File: src/rtl/hvac_scheduler.sv
// hvac_scheduler: drives the heating/cooling actuators from a 5-bit temperature
// code and a programmable setpoint.
// - A hysteresis band around the setpoint decides when a run starts.
// - A minimum run time and a post-run lockout stop the plant short-cycling.
// - Every output is a register decoded from the next state, so the outputs
//   change together with the state register.
module hvac_scheduler #(
    parameter int DEFAULT_SP = 20,
    parameter int HYST       = 2,
    parameter int MIN_RUN    = 8,
    parameter int MIN_OFF    = 6
) (
    input  logic       clk,
    input  logic       rst,
    input  logic       enable,
    input  logic [4:0] temperature,
    input  logic       sp_wr,
    input  logic [4:0] sp_in,
    output logic [4:0] setpoint,
    output logic       heating,
    output logic       cooling,
    output logic       lockout,
    output logic [1:0] state
);

    typedef enum logic [1:0] {
        IDLE    = 2'd0,
        HEAT    = 2'd1,
        COOL    = 2'd2,
        LOCKOUT = 2'd3
    } state_t;

    // The timer only has to reach the longer of the two hold times.
    // It saturates there.
    localparam int TMAX = ((MIN_RUN > MIN_OFF) ? MIN_RUN : MIN_OFF) - 1;
    localparam int TW   = (TMAX > 0) ? $clog2(TMAX + 1) : 1;

    localparam logic [TW-1:0] TIMER_MAX = TW'(TMAX);
    localparam logic [TW-1:0] RUN_LAST  = TW'(MIN_RUN - 1);
    localparam logic [TW-1:0] OFF_LAST  = TW'(MIN_OFF - 1);

    // Clamp limits keep sp-HYST and sp+HYST inside 0..31.
    // The threshold arithmetic therefore never wraps.
    localparam logic [4:0] SP_MIN   = 5'(HYST);
    localparam logic [4:0] SP_MAX   = 5'(31 - HYST);
    localparam logic [4:0] SP_RESET = 5'(DEFAULT_SP);

    state_t        state_q, state_d;
    logic [TW-1:0] timer_q, timer_d;
    logic [4:0]    sp_q, sp_d;
    logic          heating_q, cooling_q, lockout_q;

    logic [5:0] sp_ext, temp_ext, thr_low, thr_high;

    // The thresholds come from the registered setpoint.
    // A write on the same edge as a transition cannot affect that transition.
    assign sp_ext   = {1'b0, sp_q};
    assign temp_ext = {1'b0, temperature};
    assign thr_low  = sp_ext - 6'(HYST);
    assign thr_high = sp_ext + 6'(HYST);

    // Next-state decision for the actuator sequencer.
    always_comb begin
        // NOTE: default first so every path assigns state_d; otherwise a latch is inferred.
        state_d = state_q;
        unique case (state_q)
            IDLE: begin
                if (enable && (temp_ext < thr_low)) begin
                    state_d = HEAT;
                end else if (enable && (temp_ext > thr_high)) begin
                    state_d = COOL;
                end
            end
            HEAT: begin
                if (!enable || ((timer_q >= RUN_LAST) && (temp_ext >= sp_ext))) begin
                    state_d = LOCKOUT;
                end
            end
            COOL: begin
                if (!enable || ((timer_q >= RUN_LAST) && (temp_ext <= sp_ext))) begin
                    state_d = LOCKOUT;
                end
            end
            LOCKOUT: begin
                if (timer_q == OFF_LAST) begin
                    state_d = IDLE;
                end
            end
            default: state_d = IDLE;
        endcase
    end

    // Cycle count within the current state: it restarts at 0 on any state change.
    always_comb begin
        timer_d = timer_q;
        if (state_d != state_q) begin
            timer_d = '0;
        end else if (timer_q != TIMER_MAX) begin
            timer_d = timer_q + 1'b1;
        end
    end

    // Setpoint write path: the written value is clamped into the legal range.
    always_comb begin
        sp_d = sp_q;
        if (sp_wr) begin
            if (sp_in < SP_MIN) begin
                sp_d = SP_MIN;
            end else if (sp_in > SP_MAX) begin
                sp_d = SP_MAX;
            end else begin
                sp_d = sp_in;
            end
        end
    end

    // State, timer, setpoint and registered output decode.
    // Reset is synchronous and leaves no lockout pending.
    always_ff @(posedge clk) begin
        // NOTE: non-blocking assignments in clocked logic; every register samples pre-edge values.
        if (rst) begin
            state_q   <= IDLE;
            timer_q   <= '0;
            sp_q      <= SP_RESET;
            heating_q <= 1'b0;
            cooling_q <= 1'b0;
            lockout_q <= 1'b0;
        end else begin
            state_q   <= state_d;
            timer_q   <= timer_d;
            sp_q      <= sp_d;
            heating_q <= (state_d == HEAT);
            cooling_q <= (state_d == COOL);
            lockout_q <= (state_d == LOCKOUT);
        end
    end

    assign setpoint = sp_q;
    assign heating  = heating_q;
    assign cooling  = cooling_q;
    assign lockout  = lockout_q;
    assign state    = state_q;

endmodule

File: config.mk
export PLATFORM = sky130hd
export DESIGN_NAME = hvac_scheduler
export DESIGN_NICKNAME = d
export VERILOG_FILES = /design/src/rtl/hvac_scheduler.sv
export SDC_FILE = /design/constraint.sdc
export NUM_CORES = 1
export LEC_CHECK = 0
export CORE_UTILIZATION = 49
export DETAILED_ROUTE_END_ITERATION = 8
export PLACE_DENSITY = 0.79
export SETUP_SLACK_MARGIN = 0.3
export SLEW_MARGIN = 25
export SYNTH_ARGS = -nofsm -noshare
export SYNTH_HDL_FRONTEND = slang
export SYNTH_SLANG_ARGS = --single-unit
File: constraint.sdc
create_clock -name clk -period 4.5 [get_ports clk]
set_clock_uncertainty 0.05 [all_clocks]
set_input_delay 1.125 -clock clk [delete_from_list [all_inputs] [get_ports clk]]
set_output_delay 1.125 -clock clk [all_outputs]
set_load 0.01 [all_outputs]
==> impl_metrics.py, run 1 <==
metrics = {
    "routing": {
        "drtAntennaViolNets": 0,
        "drtPass1Iterations": 5,
        "vias_per_cell": 5.36,
        "route.detailed.drc": 0,
        "drt_wl_total_mm": 2.19,
        "wl_per_cell_um": 12.6,
        "vias": 933,
        "drtIter0Drc": 15,
    },
    "finish": {
        "seqCellArea_sq_um": 260,
        "drive_gt1_share_pct": 5.44,
        "final_cells": 174,
        "multi_input_area_sq_um": 711,
        "most-common-layout-cells": "23 x clkdlybuf4s50_1, 17 x ha_1, 13 x dfxtp_1",
        "final_common_cell": "clkdlybuf4s50_1",
        "synthToLayoutAreaGrowth_pct": 26.9,
        "n_fill_cell": 176,
        "final_area_sq_um": 1300,
        "num_antenna_cells": 0,
        "fin_nets": 179,
    },
    "timing": {
        "max_freq_ghz": 0.351,
        "rsz0062_at_grt": "no",
        "tightest_slew_ns": 0.372,
        "relSlewSlack_pct": 75.2,
        "period_share_pct": 63.2,
        "period_minus_slack_ns": 2.85,
        "drv_slew": 0,
        "fin_tns_setup_ns": 0,
        "hold_violations": 0,
        "finalSetupViolations": 0,
    },
    "clock_tree": {
        "cts_num_sinks": 13,
        "cts_resized": 0,
        "cts.clk_slew.worst_paths_ns": 0.08,
        "htree_levels": 1,
        "cts_root_buf": "clkbuf_4",
        "cts_tree": "done",
        "cts-buffers-inserted": 3,
        "clk_latency_ns": 0.26,
        "clock_path_buffers": 2,
        "cts_setup_buffers": 0,
        "hold_buffers": 0,
    },
    "synthesis": {
        "seq_area_frac_synth_pct": 25.4,
        "synth_edf_count": 0,
        "syn_area_per_cell_sq_um": 8.32,
        "synth_cell_types": 38,
        "synthArstFlopShare_pct": 0,
        "ys_ff_latch": 13,
        "yosys_warnings": 0,
        "synthesis.instances": 123,
        "ys_dominant_reg_cell": "dfxtp_1",
        "syn-num-nets": 154,
        "synthesis.area_sq_um": 1020,
    },
    "floorplanning": {
        "fp.dieW_um": 47.7,
        "rows": 16,
        "fp.dieArea_sq_um": 2280,
        "fp.dieH_um": 47.7,
        "io_pins": 24,
        "core-area_sq_um": 1960,
        "initial_core_util_pct": 52.2,
    },
    "power": {
        "power_frac_seq_pct": 40.9,
        "p_clk_share_pct": 19.3,
        "irDropWorstVdd_v": 0.000260,
        "power_switching_uw": 126,
        "pwr_density_cell_nw_per_um2": 279,
        "p_int_uw": 237,
        "pwr-share-comb_pct": 39.7,
        "power_leakage_uw": 0.000551,
        "p_sw_share_pct": 34.8,
    },
    "setup_path": {
        "cpMaxStageDelayCell": "clkdlybuf4s50_1",
        "arrival_ns": 2.98,
        "crit_family": "compound AO/OA/AOI/OAI gates",
        "crit_chain": "clkdlybuf4s50_1, ha_1, o21ba_1, o2111ai_2, nand3_2, o22a_1, a311oi_2",
        "cp_max_fo": 4,
        "required_ns": 4.64,
        "crit_path_start_kind": "input pin",
        "path_buf_inv": 1,
        "critPathKind": "in -> reg",
        "cpPeakStageDelay_ns": 0.43,
        "cp-end-kind": "register",
    },
    "global_route": {
        "grt_pass1_vias": 871,
        "grt_pass1_wl_mm": 3.44,
        "grt_overflow": 0,
        "gr-usage-all-layers_pct": 21.2,
        "antenna_found_initial": 0,
        "grt_max_degree": 10,
    },
    "placed_design": {
        "io_buffers": 23,
        "place_hpwl_mm": 1.83,
        "post-place-cells": 170,
        "gp_congestion": 0.813,
        "place_area_sq_um": 1270,
    },
    "min_path": {
        "hold_class": "reg -> reg",
    },
    "flow_run": {
        "max_cap_viol_count": 0,
    },
    "outcome": {
        "outcome": "finished clean",
    },
}
layer usage:
metal / track usage (%) / part of all wire, %
met2: 37.8 / 50
met1: 26.0 / 46
met3: 4.91 / 3.2
met4: 3.89 / 1.2
met5: 0 / 0
power groups by stage:
stage | registers, uW | logic [uW] | clock network [uW]
2_1_floorplan | 151 | 88.2 | 0
3_3_place_gp | 151 | 138 | 0
3_5_place_dp | 151 | 144 | 0
4_1_cts | 148 | 145 | 72.6
5_1_grt | 152 | 161 | 78.2
6_report | 148 | 144 | 70.1
worst register-to-register path, delay by kind of cell (launching register included):
kind	cells	cell delay, ns
adders and majority gates	2	0.54
AOI/OAI and AO/OA	3	0.71
buffers and inverters	1	0.11
xor gates and xnor gates	1	0.13
DFF	1	0.47
and+or+nand+nor	2	0.20
state kept, by name (all words and copies together), names as in the netlist:
name      count
setpoint      5
heating       1
timer_q       3
lockout       1
state         2
cooling       1
Yosys cell counts (all sizes together), types with 2 or more instances:
master  instances  area (sq um)
xnor2           4          35.0
nand3           6          35.0
nand2           9          33.8
mux2i           3          30.0
a21oi           8          40.0
nand4           2          12.5
a311oi          2          23.8
clkbuf          2          7.51
o211ai          3          22.5
nor2b           3          21.3
nor2           12          45.0
inv             9          33.8
nor3b           2          15.0
nor3            5          25.0
o21ai           6          30.0
dfxtp          13           260
ha             17           213
o21bai          2          18.8
layout make-up:
class                   count  share of cell area (%)
clock buffers               4                    2.02
inverters                  10                    2.89
multi-input cells          97                    54.7
flip-flops and latches     13                    20.0
well taps                  27                    2.60
repair buffers             23                    17.7
metrics by stage:
step	setup WS, ns	hold WS, ns	util, %	power [uW]
floorplan	1.93	0.468	-	239
finish	1.65	0.479	66.2	363
CTS	1.66	0.478	66.2	366
global placement	1.41	0.462	64.9	289
detailed placement	1.37	0.463	64.9	295
global route	1.58	0.529	66.2	390
logic make-up (layout without fill, tap and decap cells):
kind of cell | count (synthesis) | count (layout) | share of synthesized area [%]
flops | 13 | 13 | 25.4
compound gates | 30 | 30 | 21.3
fa+ha+maj | 17 | 17 | 20.8
simple gates | 42 | 42 | 20.2
xor+xnor | 5 | 5 | 4.28
buf+inv | 13 | 37 | 5.13
mux | 3 | 3 | 2.93
path summary, 6_finish.rpt:
kind,from,endpoint,slack (ns),depth (start not counted)
hold reg to reg,setpoint[0]$_SDFFE_PP0P_,setpoint[0]$_SDFFE_PP0P_,0.48,2
setup reg to reg,setpoint[1]$_SDFFE_PP0P_,cooling$_SDFF_PP0_,2.21,9
hold / removal,setpoint[0]$_SDFFE_PP0P_,setpoint[0]$_SDFFE_PP0P_,0.48,2
setup / recovery,temperature[1],cooling$_SDFF_PP0_,1.65,7
(Power assumes the default switching activity.)
==> run 2: changes to the inputs <==
- clock period: 4.5 -> 2.9 ns (I/O delays scaled with it)
==> results of run 2 <==
Same layout as run 1 (identical final DEF). Status: finished clean.
Main changes from that run: setup slack after placement 1.37 ns -> 0.170 ns; setup slack after layout 1.65 ns -> 0.455 ns; register-to-register setup slack 2.21 ns -> 0.61 ns; total power 363 uW -> 563 uW; worst IR drop on VDD 0.000260 V -> 0.000403 V
==> run 3: changes to the inputs <==
- clock period: 2.9 -> 2.26 ns (I/O delays scaled with it)
==> impl_metrics.py, run 3 (synthesis results as in run 1) <==
metrics = {
    "finish": {
        "final_cells": 189,
        "fin_nets": 194,
        "final_area_sq_um": 1570,
        "largest_reg_flops": 5,
        "num_antenna_cells": 0,
        "synthToLayoutAreaGrowth_pct": 53.2,
        "drive_gt1_share_pct": 32.1,
        "final_common_cell": "clkdlybuf4s50_1",
        "n_fill_cell": 132,
        "most-common-layout-cells": "16 x clkdlybuf4s50_1, 15 x buf_4, 11 x ha_1",
    },
    "setup_path": {
        "reg2reg_depth": 9,
        "required_ns": 2.40,
        "arrival_ns": 2.25,
        "critPathKind": "reg -> reg",
        "cp-end-kind": "register",
        "crit_path_start_kind": "register",
        "cp_max_fo": 4,
    },
    "clock_tree": {
        "cts.clk_slew.worst_paths_ns": 0.10,
        "clock_path_buffers": 2,
        "cts-buffers-inserted": 3,
        "htree_levels": 1,
        "cts_root_buf": "clkbuf_4",
        "cts_tree": "done",
        "cts_num_sinks": 13,
        "hold_buffers": 0,
        "clk_latency_ns": 0.29,
    },
    "global_route": {
        "antenna_found_initial": 0,
        "grt_pass1_vias": 997,
        "grt_pass1_wl_mm": 4.31,
        "grt_max_degree": 9,
        "grt_overflow": 0,
        "gr-usage-all-layers_pct": 27.8,
    },
    "timing": {
        "hold_violations": 0,
        "drv_slew": 0,
        "relSlewSlack_pct": 76.8,
        "period_minus_slack_ns": 2.11,
        "finalSetupViolations": 0,
        "tightest_slew_ns": 0.346,
        "setup_slack_ns": 0.151,
        "rsz0062_at_grt": "yes",
        "period_share_pct": 93.3,
        "max_freq_ghz": 0.474,
    },
    "power": {
        "pwr_density_cell_nw_per_um2": 540,
        "power_leakage_uw": 0.000679,
        "irDropWorstVdd_v": 0.000368,
    },
    "routing": {
        "vias": 1093,
        "route.detailed.drc": 0,
        "wl_per_cell_um": 15.0,
        "drtPass1Iterations": 6,
        "wl_met3_um": 111,
        "vias_per_cell": 5.78,
        "wl_met2_mm": 1.50,
        "wl_met1_mm": 1.15,
        "drtIter0Drc": 43,
        "drtAntennaViolNets": 0,
        "drt_wl_total_mm": 2.83,
        "topRoutingLayerUsed": "met4",
    },
    "floorplanning": {
        "core-area_sq_um": 1960,
        "initial_core_util_pct": 52.2,
        "fp.dieW_um": 47.7,
        "fp.dieH_um": 47.7,
        "fp.dieArea_sq_um": 2280,
        "io_pins": 24,
        "rows": 16,
    },
    "outcome": {
        "outcome": "finished clean",
    },
    "min_path": {
        "hold_path_depth": 2,
        "hold_class": "reg -> reg",
    },
    "placed_design": {
        "place_ws_ns": -0.191,
        "post-place-cells": 177,
        "gp_congestion": 0.958,
        "place_hpwl_mm": 1.99,
        "io_buffers": 23,
        "place_area_sq_um": 1340,
    },
    "flow_run": {
        "max_cap_viol_count": 0,
    },
}
-- run 3: cell types whose count changed in the layout (fill, tap and decap cells not counted), moves of 3 or more --
cell / change
dfxtp_4: +3
nand3_2: +3
dfxtp_1: -5
ha_4: +4
dlygate4sd2_1: +5
buf_4: +15
nor2_1: -3
o21ai_2: +3
ha_1: -6
clkdlybuf4s50_1: -7
nand3_1: -3
nor2_2: +3
-- run 3: area by class of cell --
class	count	area, sq um	share of cell area (%)
inverter	10	42.5	2.71
timing repair buffer	38	342	21.8
clock buffer	4	26.3	1.68
multi-input combinational	97	850	54.2
tap	27	33.8	2.15
sequential	13	274	17.5
-- run 3: critical path: stages, from the launching register on --
cell and delay [ns]:
dfxtp_4 0.39, inv_4 0.05, ha_4 0.15, xnor2_1 0.13
ha_1 0.33, nand2_2 0.08, o2111ai_4 0.19, nand3_2 0.13
o22a_4 0.27, a311oi_2 0.23
-- run 3: power breakdown --
group          switching (uW)  internal [uW]  total [uW]
Sequential               35.9            260         296
Clock                    87.1           68.5         156
Combinational             191            205         395
Total                     314            533         847
-- run 3: final timing paths --
check,slack (ns),to,from
worst min register to register,0.47,setpoint[0]$_SDFFE_PP0P_,setpoint[0]$_SDFFE_PP0P_
worst min-delay path,0.47,setpoint[0]$_SDFFE_PP0P_,setpoint[0]$_SDFFE_PP0P_
worst max-delay path,0.15,cooling$_SDFF_PP0_,setpoint[2]$_SDFFE_PP1P_
worst max register to register,0.15,cooling$_SDFF_PP0_,setpoint[2]$_SDFFE_PP1P_
-- run 3: metrics by stage --
stage / setup TNS, ns / total power, uW / hold WS (ns) / util [%]
2_1_floorplan: 0 / 480 / 0.468 / -
3_3_place_gp: -0.882 / 598 / 0.447 / 68.3
3_5_place_dp: -1.24 / 610 / 0.467 / 68.3
4_1_cts: 0 / 814 / 0.484 / 77.7
5_1_grt: 0 / 901 / 0.503 / 79.9
6_report: 0 / 847 / 0.470 / 79.9
-- run 3: timing repair --
action,4_1_cts,5_1_grt
setup endpoints to repair,10,11
pin swaps,19,9
resized for setup,25,12
endpoints found under the hold margin,0,0
buffers inserted,8,0
-- run 3: routing by layer --
layer | vias to the layer above | track usage [%]
met4 | 0 | 11.1
met2 | 42 | 52.2
li1 | 525 | -
met1 | 511 | 30.5
met5 | - | 0
met3 | 15 | 4.91
